File: config.mk
export PLATFORM = sky130hd
export DESIGN_NAME = display_timing_detector
export DESIGN_NICKNAME = d
export VERILOG_FILES = /design/src/rtl/display_timing_detector.sv
export SDC_FILE = /design/constraint.sdc
export NUM_CORES = 1
export LEC_CHECK = 0
export CAP_MARGIN = 5
export CORE_MARGIN = 3
export CORE_UTILIZATION = 55
export DETAILED_ROUTE_END_ITERATION = 16
export PLACE_DENSITY_LB_ADDON = 0.15
export SLEW_MARGIN = 20
export SYNTH_ARGS = -nofsm -noshare
export SYNTH_HDL_FRONTEND = slang
export SYNTH_SLANG_ARGS = --single-unit
File: constraint.sdc
create_clock -name clk_pix -period 9.1 [get_ports clk_pix]
set_clock_uncertainty 0.05 [all_clocks]
set_input_delay 2.73 -clock clk_pix [delete_from_list [all_inputs] [get_ports clk_pix]]
set_output_delay 2.73 -clock clk_pix [all_outputs]
set_load 0.05 [all_outputs]
File: src/rtl/display_timing_detector.sv
// Video timing detector: measures h/v totals and active sizes, locks on repeated identical frames,
// and emits de-aligned pixel coordinates. Optional sync polarity detection: DISPLAY_TIMING_DETECTOR_POL_EN.
module display_timing_detector #(
  parameter int unsigned CORDW       = 10,
  parameter int unsigned LOCK_FRAMES = 2
) (
  input  logic           clk_pix,
  input  logic           rst,
  input  logic           hsync_in,
  input  logic           vsync_in,
  input  logic           de_in,
  output logic           de_out,
  output logic [CORDW:0] sx,
  output logic [CORDW:0] sy,
  output logic [CORDW:0] h_total,
  output logic [CORDW:0] h_active,
  output logic [CORDW:0] v_total,
  output logic [CORDW:0] v_active,
  output logic           locked,
  output logic           hsync_pol,
  output logic           vsync_pol
);

  localparam int unsigned CW = CORDW + 1;
  localparam int unsigned MW = 4;
  localparam logic [CW-1:0] CNT_MAX = '1;

  typedef enum logic [1:0] {SEARCH, MEASURE, LOCKED} state_t;

  typedef struct packed {
    logic [CW-1:0] ht;
    logic [CW-1:0] ha;
    logic [CW-1:0] vt;
    logic [CW-1:0] va;
  } timing_t;

  // Input registers plus one-cycle history for edge detection
  logic hs_r, vs_r, de_r;
  logic hs_q, vs_q, de_q;

  always_ff @(posedge clk_pix or posedge rst) begin
    if (rst) begin
      hs_r <= 1'b0;
      vs_r <= 1'b0;
      de_r <= 1'b0;
      hs_q <= 1'b0;
      vs_q <= 1'b0;
      de_q <= 1'b0;
    end else begin
      hs_r <= hsync_in;
      vs_r <= vsync_in;
      de_r <= de_in;
      hs_q <= hs_r;
      vs_q <= vs_r;
      de_q <= de_r;
    end
  end

  logic de_rise, de_fall;
  assign de_rise = de_r & ~de_q;
  assign de_fall = de_q & ~de_r;

  logic hpol_q, vpol_q, pol_chg;

`ifdef DISPLAY_TIMING_DETECTOR_POL_EN
  // Sync level seen at the start of active video is the inactive level
  always_ff @(posedge clk_pix or posedge rst) begin
    if (rst) begin
      hpol_q <= 1'b0;
      vpol_q <= 1'b0;
    end else if (de_rise) begin
      hpol_q <= ~hs_r;
      vpol_q <= ~vs_r;
    end
  end

  assign pol_chg = de_rise & ((~hs_r != hpol_q) | (~vs_r != vpol_q));
`else
  assign hpol_q  = 1'b0;
  assign vpol_q  = 1'b0;
  assign pol_chg = 1'b0;
`endif

  assign hsync_pol = hpol_q;
  assign vsync_pol = vpol_q;

  logic hs_act_r, hs_act_q, vs_act_r, vs_act_q;
  logic hs_lead, vs_lead;
  assign hs_act_r = hs_r ^ ~hpol_q;
  assign hs_act_q = hs_q ^ ~hpol_q;
  assign vs_act_r = vs_r ^ ~vpol_q;
  assign vs_act_q = vs_q ^ ~vpol_q;
  assign hs_lead  = hs_act_r & ~hs_act_q;
  assign vs_lead  = vs_act_r & ~vs_act_q;

  // Per-line and per-frame measurement counters
  logic [CW-1:0] line_cnt, line_de_cnt, h_len_last, h_act_last, v_cnt, v_act_cnt;
  logic          line_has_de;
  logic [CW-1:0] line_len;
  logic          line_sat;
  logic          new_de_line;

  assign line_len    = line_cnt + CW'(1);
  assign line_sat    = (line_cnt == CNT_MAX) & ~hs_lead;
  assign new_de_line = de_r & (hs_lead | ~line_has_de);

  always_ff @(posedge clk_pix or posedge rst) begin
    if (rst) begin
      line_cnt    <= '0;
      line_de_cnt <= '0;
      line_has_de <= 1'b0;
      h_len_last  <= '0;
      h_act_last  <= '0;
      v_cnt       <= '0;
      v_act_cnt   <= '0;
    end else begin
      if (hs_lead) begin
        line_cnt    <= '0;
        h_len_last  <= line_len;
        line_de_cnt <= CW'(de_r);
        line_has_de <= de_r;
      end else begin
        if (line_cnt != CNT_MAX) line_cnt <= line_cnt + CW'(1);
        if (de_r) begin
          line_has_de <= 1'b1;
          if (line_de_cnt != CNT_MAX) line_de_cnt <= line_de_cnt + CW'(1);
        end
      end
      if (de_fall) h_act_last <= line_de_cnt;
      if (vs_lead) begin
        v_cnt     <= '0;
        v_act_cnt <= CW'(new_de_line);
      end else begin
        if (hs_lead && v_cnt != CNT_MAX) v_cnt <= v_cnt + CW'(1);
        if (new_de_line && v_act_cnt != CNT_MAX) v_act_cnt <= v_act_cnt + CW'(1);
      end
    end
  end

  // Frame measurement as seen at a vsync leading edge (a coincident line end is included)
  timing_t meas;
  always_comb begin
    meas    = '0;
    meas.ht = hs_lead ? line_len : h_len_last;
    meas.ha = h_act_last;
    meas.vt = v_cnt + CW'(hs_lead);
    meas.va = v_act_cnt;
  end

  // Pixel coordinate pipeline, aligned with de_out
  always_ff @(posedge clk_pix or posedge rst) begin
    if (rst) begin
      de_out <= 1'b0;
      sx     <= '0;
      sy     <= '0;
    end else begin
      de_out <= de_r;
      if (de_r) sx <= de_q ? sx + CW'(1) : '0;
      if (vs_lead)      sy <= '0;
      else if (de_fall) sy <= sy + CW'(1);
    end
  end

  state_t        state, state_nxt, st_mid;
  timing_t       cand, cand_nxt, lock_q, lock_nxt;
  logic [MW-1:0] mcnt, mcnt_nxt;
  logic          locked_nxt;

  always_ff @(posedge clk_pix or posedge rst) begin
    if (rst) begin
      state  <= SEARCH;
      cand   <= '0;
      mcnt   <= '0;
      lock_q <= '0;
      locked <= 1'b0;
    end else begin
      state  <= state_nxt;
      cand   <= cand_nxt;
      mcnt   <= mcnt_nxt;
      lock_q <= lock_nxt;
      locked <= locked_nxt;
    end
  end

  // Line end is resolved before frame end; a stalled line counter overrides both
  always_comb begin
    state_nxt  = state;
    cand_nxt   = cand;
    mcnt_nxt   = mcnt;
    lock_nxt   = lock_q;
    locked_nxt = 1'b0;
    st_mid     = state;

    if (state == LOCKED && hs_lead && line_len != lock_q.ht) begin
      st_mid      = MEASURE;
      cand_nxt    = lock_q;
      cand_nxt.ht = line_len;
      mcnt_nxt    = MW'(1);
    end else if (state == LOCKED && pol_chg) begin
      st_mid   = MEASURE;
      mcnt_nxt = '0;
    end
    state_nxt = st_mid;

    if (vs_lead) begin
      case (st_mid)
        SEARCH: begin
          state_nxt = MEASURE;
          cand_nxt  = '0;
          mcnt_nxt  = '0;
        end
        MEASURE: begin
          if (meas == cand_nxt) begin
            mcnt_nxt = mcnt_nxt + MW'(1);
          end else begin
            cand_nxt = meas;
            mcnt_nxt = MW'(1);
          end
          if (mcnt_nxt >= MW'(LOCK_FRAMES)) begin
            state_nxt = LOCKED;
            lock_nxt  = cand_nxt;
          end
        end
        LOCKED: begin
          if (meas != lock_q) begin
            state_nxt = MEASURE;
            cand_nxt  = meas;
            mcnt_nxt  = MW'(1);
          end
        end
        default: state_nxt = SEARCH;
      endcase
    end

    if (line_sat) begin
      state_nxt = SEARCH;
      cand_nxt  = '0;
      mcnt_nxt  = '0;
    end

    locked_nxt = (state_nxt == LOCKED);
  end

  assign h_total  = lock_q.ht;
  assign h_active = lock_q.ha;
  assign v_total  = lock_q.vt;
  assign v_active = lock_q.va;

endmodule

### Word-level counts from Yosys, hierarchy flattened

Cells that the tools add are included.

| cells by class | value |
|---|---|
| add/sub/neg operators | 8 |
| magnitude comparators | 1 |
| equal/unequal tests | 12 |
| multiplexer cells | 35 |
| bitwise gates (word level) | 11 |
| reductions and logical operators | 13 |

Operators with widths:

| kind | number |
|---|---|
| two-way mux 44 bit | 5 |
| two-way mux 11 bit | 13 |
| case mux 44 bit (3 select lines) | 1 |
| adder 11 x 1 -> 11 bit (second input constant) | 6 |
| equality test 44 bit | 1 |
| != test 11 bit (second input constant) | 4 |
| != test 44 bit | 1 |
| two-way mux 4 bit | 7 |
| case mux 4 bit (3 select lines) | 1 |
| nonzero test 2 bit | 6 |
| adder 11 x 1 -> 11 bit | 1 |
| equality test 11 bit (second input constant) | 1 |
| != test 11 bit | 1 |
| two-way mux 2 bit | 5 |
| equality test 2 bit (second input constant) | 3 |
| case mux 2 bit (3 select lines) | 1 |
| AND 1 bit | 5 |
| NOT 1 bit | 5 |
| adder 4 x 1 -> 4 bit (second input constant) | 1 |
| >= comparator 4 x 2 -> 1 bit (second input constant) | 1 |
| logical AND 1 bit | 4 |
| AND reduction 3 bit | 1 |
| equality test 2 x 1 -> 1 bit (second input constant) | 1 |
| zero test 2 bit | 1 |
| 3 further kinds | 4 |

| storage, ports and cells | value |
|---|---|
| register bits after elaboration | 190 |
| input port bits | 5 |
| output and inout bits | 70 |
| logic and storage cells | 106 |

### Logic depth before layout (Yosys ltp)

Gate-level depths: netlist (run 1).

| depth | value |
|---|---|
| word-level depth | 15 |
| depth in mapped cells | 20 |
| depth with buffers taken out | 15 |

### Worst setup path after synthesis (run 1)

Ideal clock, no wire load.

| timing path | value |
|---|---|
| path type | flip-flop to flip-flop |
| start point | register hs_r |
| end point | register lock_q (netlist bit h_total[7]) |
| setup time | 0.125 ns |
| data arrival time | 4.958 ns |
| data required time | 8.925 ns |
| path slack | 3.967 ns |
| stages on the path, launching flop included | 21 |
| buffers on the path | 5 |
| period minus slack after synthesis | 5.133 ns |
| cells stage by stage | dfrtp_1 > nand2b_1 > buf_4 > inv_2 > buf_1 > buf_1 > clkbuf_1 > ha_1 > ha_1 > nand3_1 > nor2_1 > xnor2_1 > o21ai_1 > a211o_1 > o311ai_1 > o221ai_1 > nor4_4 > nand4_4 > nor4_4 > buf_6 > mux2_4 |

| on the way | value |
|---|---|
| word-level cells in the longest chain between the ends | 11 |
| elaborated cells between the ends (all ways) | 18 |
| classes of those cells | add/sub (2); order compare (1); eq/ne (2); mux (8); bitwise (2); reduce/logical (3) |

RTL lines:

| element | RTL line | source |
|---|---|---|
| start: declaration | 38 | `logic hs_r, vs_r, de_r;` |
| start signal: assignment | 50 | `hs_r <= hsync_in;` |
| NOT 1 bit (no source line) * | -- |  |
| AND 1 bit * | 93 | `assign hs_lead = hs_act_r & ~hs_act_q;` |
| branches (longest 9 deep; another with adder 11 x 1 -> 11 bit) | -- |  |
| end signal: assignment | 180 | `lock_q <= lock_nxt;` |
| end: declaration | 165 | `timing_t cand, cand_nxt, lock_q, lock_nxt;` |

Mark *: on every way between the ends. The select of a mux whose other input is x is not followed.
A chain may end at the register's enable or synchronous reset.

### Worst setup path in the final report (run 1)

| timing path | value |
|---|---|
| start point | register hs_r |
| end point | register lock_q (netlist bit h_active[10]) |

Same word-level chain as after synthesis.

==> metrics.sh, run 1 <==
CLOCK_LATENCY_REPORTED_FOR_THE_LATE_SIDE_OF_THE_WORST_SKEW_PAIR_NS=0.45
WORST-ENDPOINT-REQUIRED_NS=9.38
CRIT_ARRIVAL_NS=6.33
SYNTH.CELL_AREA_UM2=10810
CTS-ROOT-BUF='sky130_fd_sc_hd__clkbuf_16'
AREA_GROWTH_SYN_TO_LAYOUT_PCT=13.11
FLOORPLAN.INITIALDENSITY=0.5686
CORE_AREA_UM2=19020
FP.DIEAREA_UM2=21380
FINAL.MIN_CLOCK_PERIOD_NS=6.052
CRITPATHCAPTURETYPE='flop'
TIMING.CRITICAL_PATH.FROM_TYPE='flop'
MIN_PERIOD_OVER_PERIOD=0.6651
YS.WARNINGS.COUNT=0
CTS_RESIZED=0
GRT_SETUP_UNREPAIRED='no'
ANTENNA_VIOLATING_NETS_POST_ROUTE=0
PLACED_CELLS=1361
POWER-PER-CELL-AREA_nW_PER_UM2=173.6
FIRST_GLOBAL_VIAS=7942
IR_WORST_VDD_mV=0.1512
FIN_WS_NS=3.048
PIN_COUNT=75
TOTAL_LEAKAGE_POWER_uW=0.005436
DESIGN.FINAL.NETS=1134
FIRST_PASS_ITERS=5
HORIZONTAL_EXTENT_OF_THE_DIE_UM=146.2
SETUP_VIOLATIONS=0
CTS_BUFFERS=17
VIAS_PER_STD_CELL=5.935
GROUTE.USAGE.OVERALL=0.2529
SYNTH_CELLS=1085
SYNTH_CELL_TYPE_COUNT=77
DETAIL_ROUTE.WL_PER_CELL_UM=19.29
POST_LAYOUT_CELL_COUNT=1393
PRE_CTS_WS_NS=3.140
GRT_PASS1_WL_UM=43590
WORST_SLEW_MARGIN_REL=0.3575
SYNTH_TOP_FLOP_CELL='sky130_fd_sc_hd__dfrtp_1'
ANTENNA_CELLS_INSERTED=0
CRITICALPATHCATEGORY='reg2reg'
FMAX_MHz=165.2
DRV_SLEW=0
DRC=0
CLOCKBUFFERDEPTH=2
TIGHTEST_SLEW_NS=0.9637
SYNTH-EDFF-COUNT=0
TOTAL_WIRE_LENGTH_AFTER_DETAILED_ROUTING_UM=26880
ANTENNA_FOUND_INITIAL=0
POST_SYNTH.CELL_AREA_AVG_UM2=9.966
SETUP_TNS_NS=0
RRSETUPSLACK_NS=3.05
NFILLCELLS=1563
DRIVE_ABOVE_1_SHARE=0.1033
ASYNC_FLOP_SHARE=1.000
CTS_HOLD_REPAIR.BUFFERS=0
TIMING.MAX_CAP.VIOLATIONS=0
HPWL_UM=18530
CTS_POST_SETUP_BUFFERS_INSERTED=0
ROWS=50
TRITONCTS_CLOCK_TREE='yes'
YS_FF_LATCH=190
WORSTPATHMAXFANOUT=45
DETAILEDROUTE.FIRSTITERATIONVIOLATIONS=651
HTREEDEPTH=4
HOLD_CLASS='reg2reg'
DIE_H_UM=146.2
PIN_COUNT_OF_THE_BIGGEST_NET_ENTERING_GLOBAL_ROUTING=117
HOLD_VIOL=0
CLOCK-SINKS=190
ROUTED-VIA-COUNT=8268
TOTAL_POWER_uW=2123
ROUTABILITYCONGESTION=0.8911
RESULT_OF_THE_RUN='completed'
GRT_OVERFLOW_TOTAL=0
I_O_BUFFERS=72
CLKTRANSATPATHREGS_NS=0.08
HOLD_WS_NS=0.3332
SEQUENTIAL_CELL_AREA_FRACTION_IN_THE_YOSYS_REPORT=0.4397
-- cell usage after synthesis, types with 6 or more instances --
cell / count / area [um^2]
sky130_fd_sc_hd__and2_1: 6 / 37.54
sky130_fd_sc_hd__nand4_1: 32 / 200.2
sky130_fd_sc_hd__ha_1: 9 / 112.6
sky130_fd_sc_hd__a31oi_1: 8 / 50.05
sky130_fd_sc_hd__nor3_1: 19 / 95.09
sky130_fd_sc_hd__nor4_1: 9 / 56.30
sky130_fd_sc_hd__buf_6: 6 / 67.56
sky130_fd_sc_hd__xnor3_1: 6 / 135.1
sky130_fd_sc_hd__clkbuf_1: 39 / 146.4
sky130_fd_sc_hd__nor2b_1: 13 / 81.33
sky130_fd_sc_hd__inv_1: 32 / 120.1
sky130_fd_sc_hd__nor2_1: 95 / 356.6
sky130_fd_sc_hd__o21ai_0: 68 / 340.3
sky130_fd_sc_hd__nand2_1: 87 / 326.6
sky130_fd_sc_hd__o22ai_1: 13 / 81.33
sky130_fd_sc_hd__a21oi_1: 52 / 260.3
sky130_fd_sc_hd__and3_1: 12 / 75.07
sky130_fd_sc_hd__xnor2_1: 62 / 543.0
sky130_fd_sc_hd__mux2_4: 34 / 510.5
sky130_fd_sc_hd__mux2i_1: 39 / 390.4
sky130_fd_sc_hd__o31ai_1: 9 / 67.56
sky130_fd_sc_hd__nand3_1: 28 / 140.1
sky130_fd_sc_hd__xor2_1: 68 / 595.6
sky130_fd_sc_hd__dfrtp_1: 190 / 4755
sky130_fd_sc_hd__mux2_2: 16 / 180.2
sky130_fd_sc_hd__buf_1: 6 / 22.52
sky130_fd_sc_hd__buf_2: 9 / 45.04
sky130_fd_sc_hd__or3_1: 15 / 93.84
sky130_fd_sc_hd__nand2b_1: 9 / 56.30
-- cell type report --
class / instances / area [um^2] / area share
tap: 260 / 325.3 / 0.02660
multi-input combinational: 795 / 5615 / 0.4591
clock inverter: 14 / 161.4 / 0.01320
clock buffer: 18 / 439.2 / 0.03591
sequential: 190 / 4755 / 0.3887
timing repair buffer: 83 / 803.3 / 0.06568
inverter: 33 / 131.4 / 0.01074
-- cells in the final DEF, fill, tap and decap left out, types with 18 or more instances in the layout --
cell and count:
sky130_fd_sc_hd__nor3_1 18, sky130_fd_sc_hd__nand3_1 28, sky130_fd_sc_hd__nand2_1 87, sky130_fd_sc_hd__nor2_1 95, sky130_fd_sc_hd__xor2_1 68, sky130_fd_sc_hd__dfrtp_1 190, sky130_fd_sc_hd__a21oi_1 52, sky130_fd_sc_hd__mux2_4 34
sky130_fd_sc_hd__o21ai_0 68, sky130_fd_sc_hd__xnor2_1 62, sky130_fd_sc_hd__mux2i_1 39, sky130_fd_sc_hd__inv_1 31, sky130_fd_sc_hd__nand4_1 32, sky130_fd_sc_hd__clkdlybuf4s50_1 72
-- path summary, 6_finish.rpt --
path	start	endpoint	cells past startpoint
max	hs_r	h_active[10]	17
min	hs_r	hs_q	0
max in group asynchronous	rst	mcnt[3]	3
max reg2reg	hs_r	h_active[10]	17
min reg2reg	hs_r	hs_q	0
min in group asynchronous	rst	sx[6]	2
-- flip-flops by register name (all words and copies together), names as in the netlist, 2 cells and up --
register	flops
v_active	11
v_act_cnt	11
sy	11
sx	11
v_cnt	11
line_de_cnt	11
h_len_last	11
v_total	11
h_total	11
state	2
h_act_last	11
h_active	11
cand	44
mcnt	4
line_cnt	11
-- critical path, cell delays in order, from the launching register on --
cell                        delay [ns]
sky130_fd_sc_hd__dfrtp_1          0.38
sky130_fd_sc_hd__nand2b_1         0.14
sky130_fd_sc_hd__buf_4            0.20
sky130_fd_sc_hd__inv_2            0.68
sky130_fd_sc_hd__ha_1             0.33
sky130_fd_sc_hd__ha_1             0.20
sky130_fd_sc_hd__xor2_1           0.44
sky130_fd_sc_hd__xor2_1           0.13
sky130_fd_sc_hd__nor4_1           0.47
sky130_fd_sc_hd__o21ai_0          0.23
sky130_fd_sc_hd__a2111oi_0        0.34
sky130_fd_sc_hd__o2111ai_1        0.21
sky130_fd_sc_hd__a221o_1          0.38
sky130_fd_sc_hd__nor4_4           0.25
sky130_fd_sc_hd__nand4_4          0.20
sky130_fd_sc_hd__nor4_4           0.26
sky130_fd_sc_hd__buf_4            0.60
sky130_fd_sc_hd__mux2_2           0.40
-- metrics by stage --
step	utilization	instance area, um^2
4_1_cts	0.6431	12230
6_report	0.6431	12230
3_3_place_gp	0.6115	11630
2_1_floorplan	-	10820
3_5_place_dp	0.6115	11630
5_1_grt	0.6431	12230
-- cells by family (layout without fill, tap and decap cells) --
kind of cell	after synthesis	in the layout	synth area share
XOR/XNOR	137	137	0.1200
multiplexers	89	89	0.09998
other	1	2	0.0003468
AO/OA/AOI/OAI	208	208	0.1210
AND/OR/NAND/NOR	350	350	0.1662
flip-flops	190	190	0.4397
adder cells (fa/ha/maj)	9	9	0.01041
buffers and inverters	101	148	0.04235
-- report_power, final --
group,internal [uW],switching [uW]
combinational,158,255
clock,378,372
sequential,896,64.0
total,1430,691
-- routing by layer --
metal	part of all wire	track usage
met5	0	0
met4	0.018	0.06914
met2	0.47	0.3992
met1	0.46	0.3610
met3	0.052	0.04780
Power figures use the tool's default switching activity.
==> inputs of run 2 (changes only) <==
==> constraint.sdc (replaced) <==
create_clock -name clk_pix -period 6.1 [get_ports clk_pix]
set_clock_uncertainty 0.05 [all_clocks]
set_input_delay 1.83 -clock clk_pix [delete_from_list [all_inputs] [get_ports clk_pix]]
set_output_delay 1.83 -clock clk_pix [all_outputs]
set_load 0.05 [all_outputs]
==> metrics.sh, run 2 (synthesis gave the netlist of run 1 again) <==
ROUTABILITYCONGESTION=0.9279
CLOCK_LATENCY_REPORTED_FOR_THE_LATE_SIDE_OF_THE_WORST_SKEW_PAIR_NS=0.44
NFILLCELLS=1574
CTS_HOLD_REPAIR.BUFFERS=0
SETUP_VIOLATIONS=0
CRIT_CHAIN='nand2b_1 -> inv_2 -> ha_1 -> ha_1 -> xor2_1 -> xor2_1 -> nor4_1 -> o21ai_0 -> a2111oi_0 -> o2111ai_1 -> a221o_1 -> nor4_4 -> nand4_4 -> nor4_4 -> buf_12 -> mux2_2'
DESIGN.FINAL.NETS=1137
CLOCK-SINKS=190
FP.DIEAREA_UM2=21380
DIE_H_UM=146.2
FINAL.MIN_CLOCK_PERIOD_NS=5.391
FIRST_GLOBAL_VIAS=8033
CLOCKBUFFERDEPTH=2
PRE_CTS_WS_NS=0.8101
PIN_COUNT=75
FMAX_MHz=185.5
HORIZONTAL_EXTENT_OF_THE_DIE_UM=146.2
HOLD_VIOL=0
CPPEAKSTAGEDELAY_NS=0.76
TOP_REGISTER='cand'
TIGHTEST_SLEW_NS=0.8544
ANTENNA_VIOLATING_NETS_POST_ROUTE=0
WORSTPATHMAXFANOUT=31
GROUTE.USAGE.OVERALL=0.2581
DRIVE_ABOVE_1_SHARE=0.1056
DRV_SLEW=0
RESULT_OF_THE_RUN='completed'
GRT_SETUP_UNREPAIRED='no'
CTS-ROOT-BUF='sky130_fd_sc_hd__clkbuf_16'
TIMING.CRITICAL_PATH.FROM_TYPE='flop'
CLKTRANSATPATHREGS_NS=0.08
MIN_PERIOD_OVER_PERIOD=0.8838
WORST_SLEW_MARGIN_REL=0.4261
HTREEDEPTH=4
ANTENNA_CELLS_INSERTED=0
ROUTED-VIA-COUNT=8304
CTS_POST_SETUP_BUFFERS_INSERTED=0
DETAIL_ROUTE.WL_PER_CELL_UM=19.55
CELL_DEPTH_OF_THE_WORST_HOLD_PATH=0
DETAILEDROUTE.FIRSTITERATIONVIOLATIONS=917
CRITPATHCAPTURETYPE='flop'
HPWL_UM=18720
ROWS=50
AREA_GROWTH_SYN_TO_LAYOUT_PCT=13.64
RRSETUPSLACK_NS=0.71
WORSTREGTOREGCELLS=16
GRT_PASS1_WL_UM=44400
MOSTFREQUENTLAYOUTCELLS='190 x sky130_fd_sc_hd__dfrtp_1, 95 x sky130_fd_sc_hd__nor2_1, 87 x sky130_fd_sc_hd__nand2_1'
TIMING.MAX_CAP.VIOLATIONS=0
TOTAL_WIRE_LENGTH_AFTER_DETAILED_ROUTING_UM=27290
PIN_COUNT_OF_THE_BIGGEST_NET_ENTERING_GLOBAL_ROUTING=139
CTS_RESIZED=0
DRC=0
GRT_OVERFLOW_TOTAL=0
I_O_BUFFERS=72
HOLD_CLASS='reg2reg'
FINAL_CORE_UTIL=0.6461
FIRST_PASS_ITERS=8
CTS_BUFFERS=17
TRITONCTS_CLOCK_TREE='yes'
CRITICALPATHCATEGORY='reg2reg'
PLACED_CELLS=1364
LARGEST_REGISTER_FF_COUNT=44
POWER-PER-CELL-AREA_nW_PER_UM2=258.8
IR_WORST_VDD_mV=0.1911
WORST-ENDPOINT-REQUIRED_NS=6.37
VIAS_PER_STD_CELL=5.948
TOTAL_LEAKAGE_POWER_uW=0.005448
ANTENNA_FOUND_INITIAL=0
FLOORPLAN.INITIALDENSITY=0.5686
CP_SLOWEST_CELL='sky130_fd_sc_hd__nor4_4'
CORE_AREA_UM2=19020
POST_LAYOUT_CELL_COUNT=1396
FINAL_COMMON_CELL='sky130_fd_sc_hd__dfrtp_1'
SETUP_TNS_NS=0
CRIT_ARRIVAL_NS=5.66
FIN_WS_NS=0.7089
## run 2: changes by cell type in the layout (fill, tap and decap cells not counted), moves of 2 or more
cell	previous run	this run
sky130_fd_sc_hd__clkinv_8	4	6
sky130_fd_sc_hd__buf_12	0	2
sky130_fd_sc_hd__clkinvlp_4	0	3
sky130_fd_sc_hd__inv_8	6	4
## run 2: final cells by class
cell class / count / area, um^2 / share of cell area
Clock buffer: 18 / 439.2 / 0.03574
Timing Repair Buffer: 86 / 850.8 / 0.06924
Sequential cell: 190 / 4755 / 0.3869
Multi-Input combinational cell: 795 / 5615 / 0.4570
Clock inverter: 14 / 175.2 / 0.01426
Inverter: 33 / 127.6 / 0.01039
Tap cell: 260 / 325.3 / 0.02647
## run 2: power by group
part	switching, uW	internal, uW	leakage (uW)
Clock	566	567	0.000291
Combinational	376	238	0.00258
Sequential	96.3	1340	0.00258
## run 2: critical path: cells and delay by family, from the launching register on
kind	cells	cell delay, ns
simple gates	5	1.83
compound gates	4	1.21
xor+xnor	2	0.58
buf+inv	2	0.44
flops	1	0.39
fa+ha+maj	2	0.38
mux	1	0.38
## run 2: stage by stage
stage          area [um^2]  hold WS [ns]  power, uW
6_report             12290        0.3377       3180
5_1_grt              12290        0.3665       3324
4_1_cts              12290        0.3418       3190
3_5_place_dp         11670        0.3238       2059
3_3_place_gp         11670        0.3000       2054
2_1_floorplan        10820        0.2956       1900
## run 2: final timing paths
check	from	to
worst max-delay path	hs_r	v_total[10]
worst min-delay path	hs_r	hs_q
worst max register to register	hs_r	v_total[10]
worst min register to register	hs_r	hs_q
max in group asynchronous	rst	line_has_de
min in group asynchronous	rst	sx[6]
## run 2: per-layer routing
layer	vias up	routed length, um	share of wire	GRT usage
met5	-	0	0	0
met4	0	595	0.022	0.07338
met3	41	1703	0.062	0.05742
met2	278	12720	0.47	0.3994
met1	4086	12260	0.45	0.3690
li1	3899	-	-	-
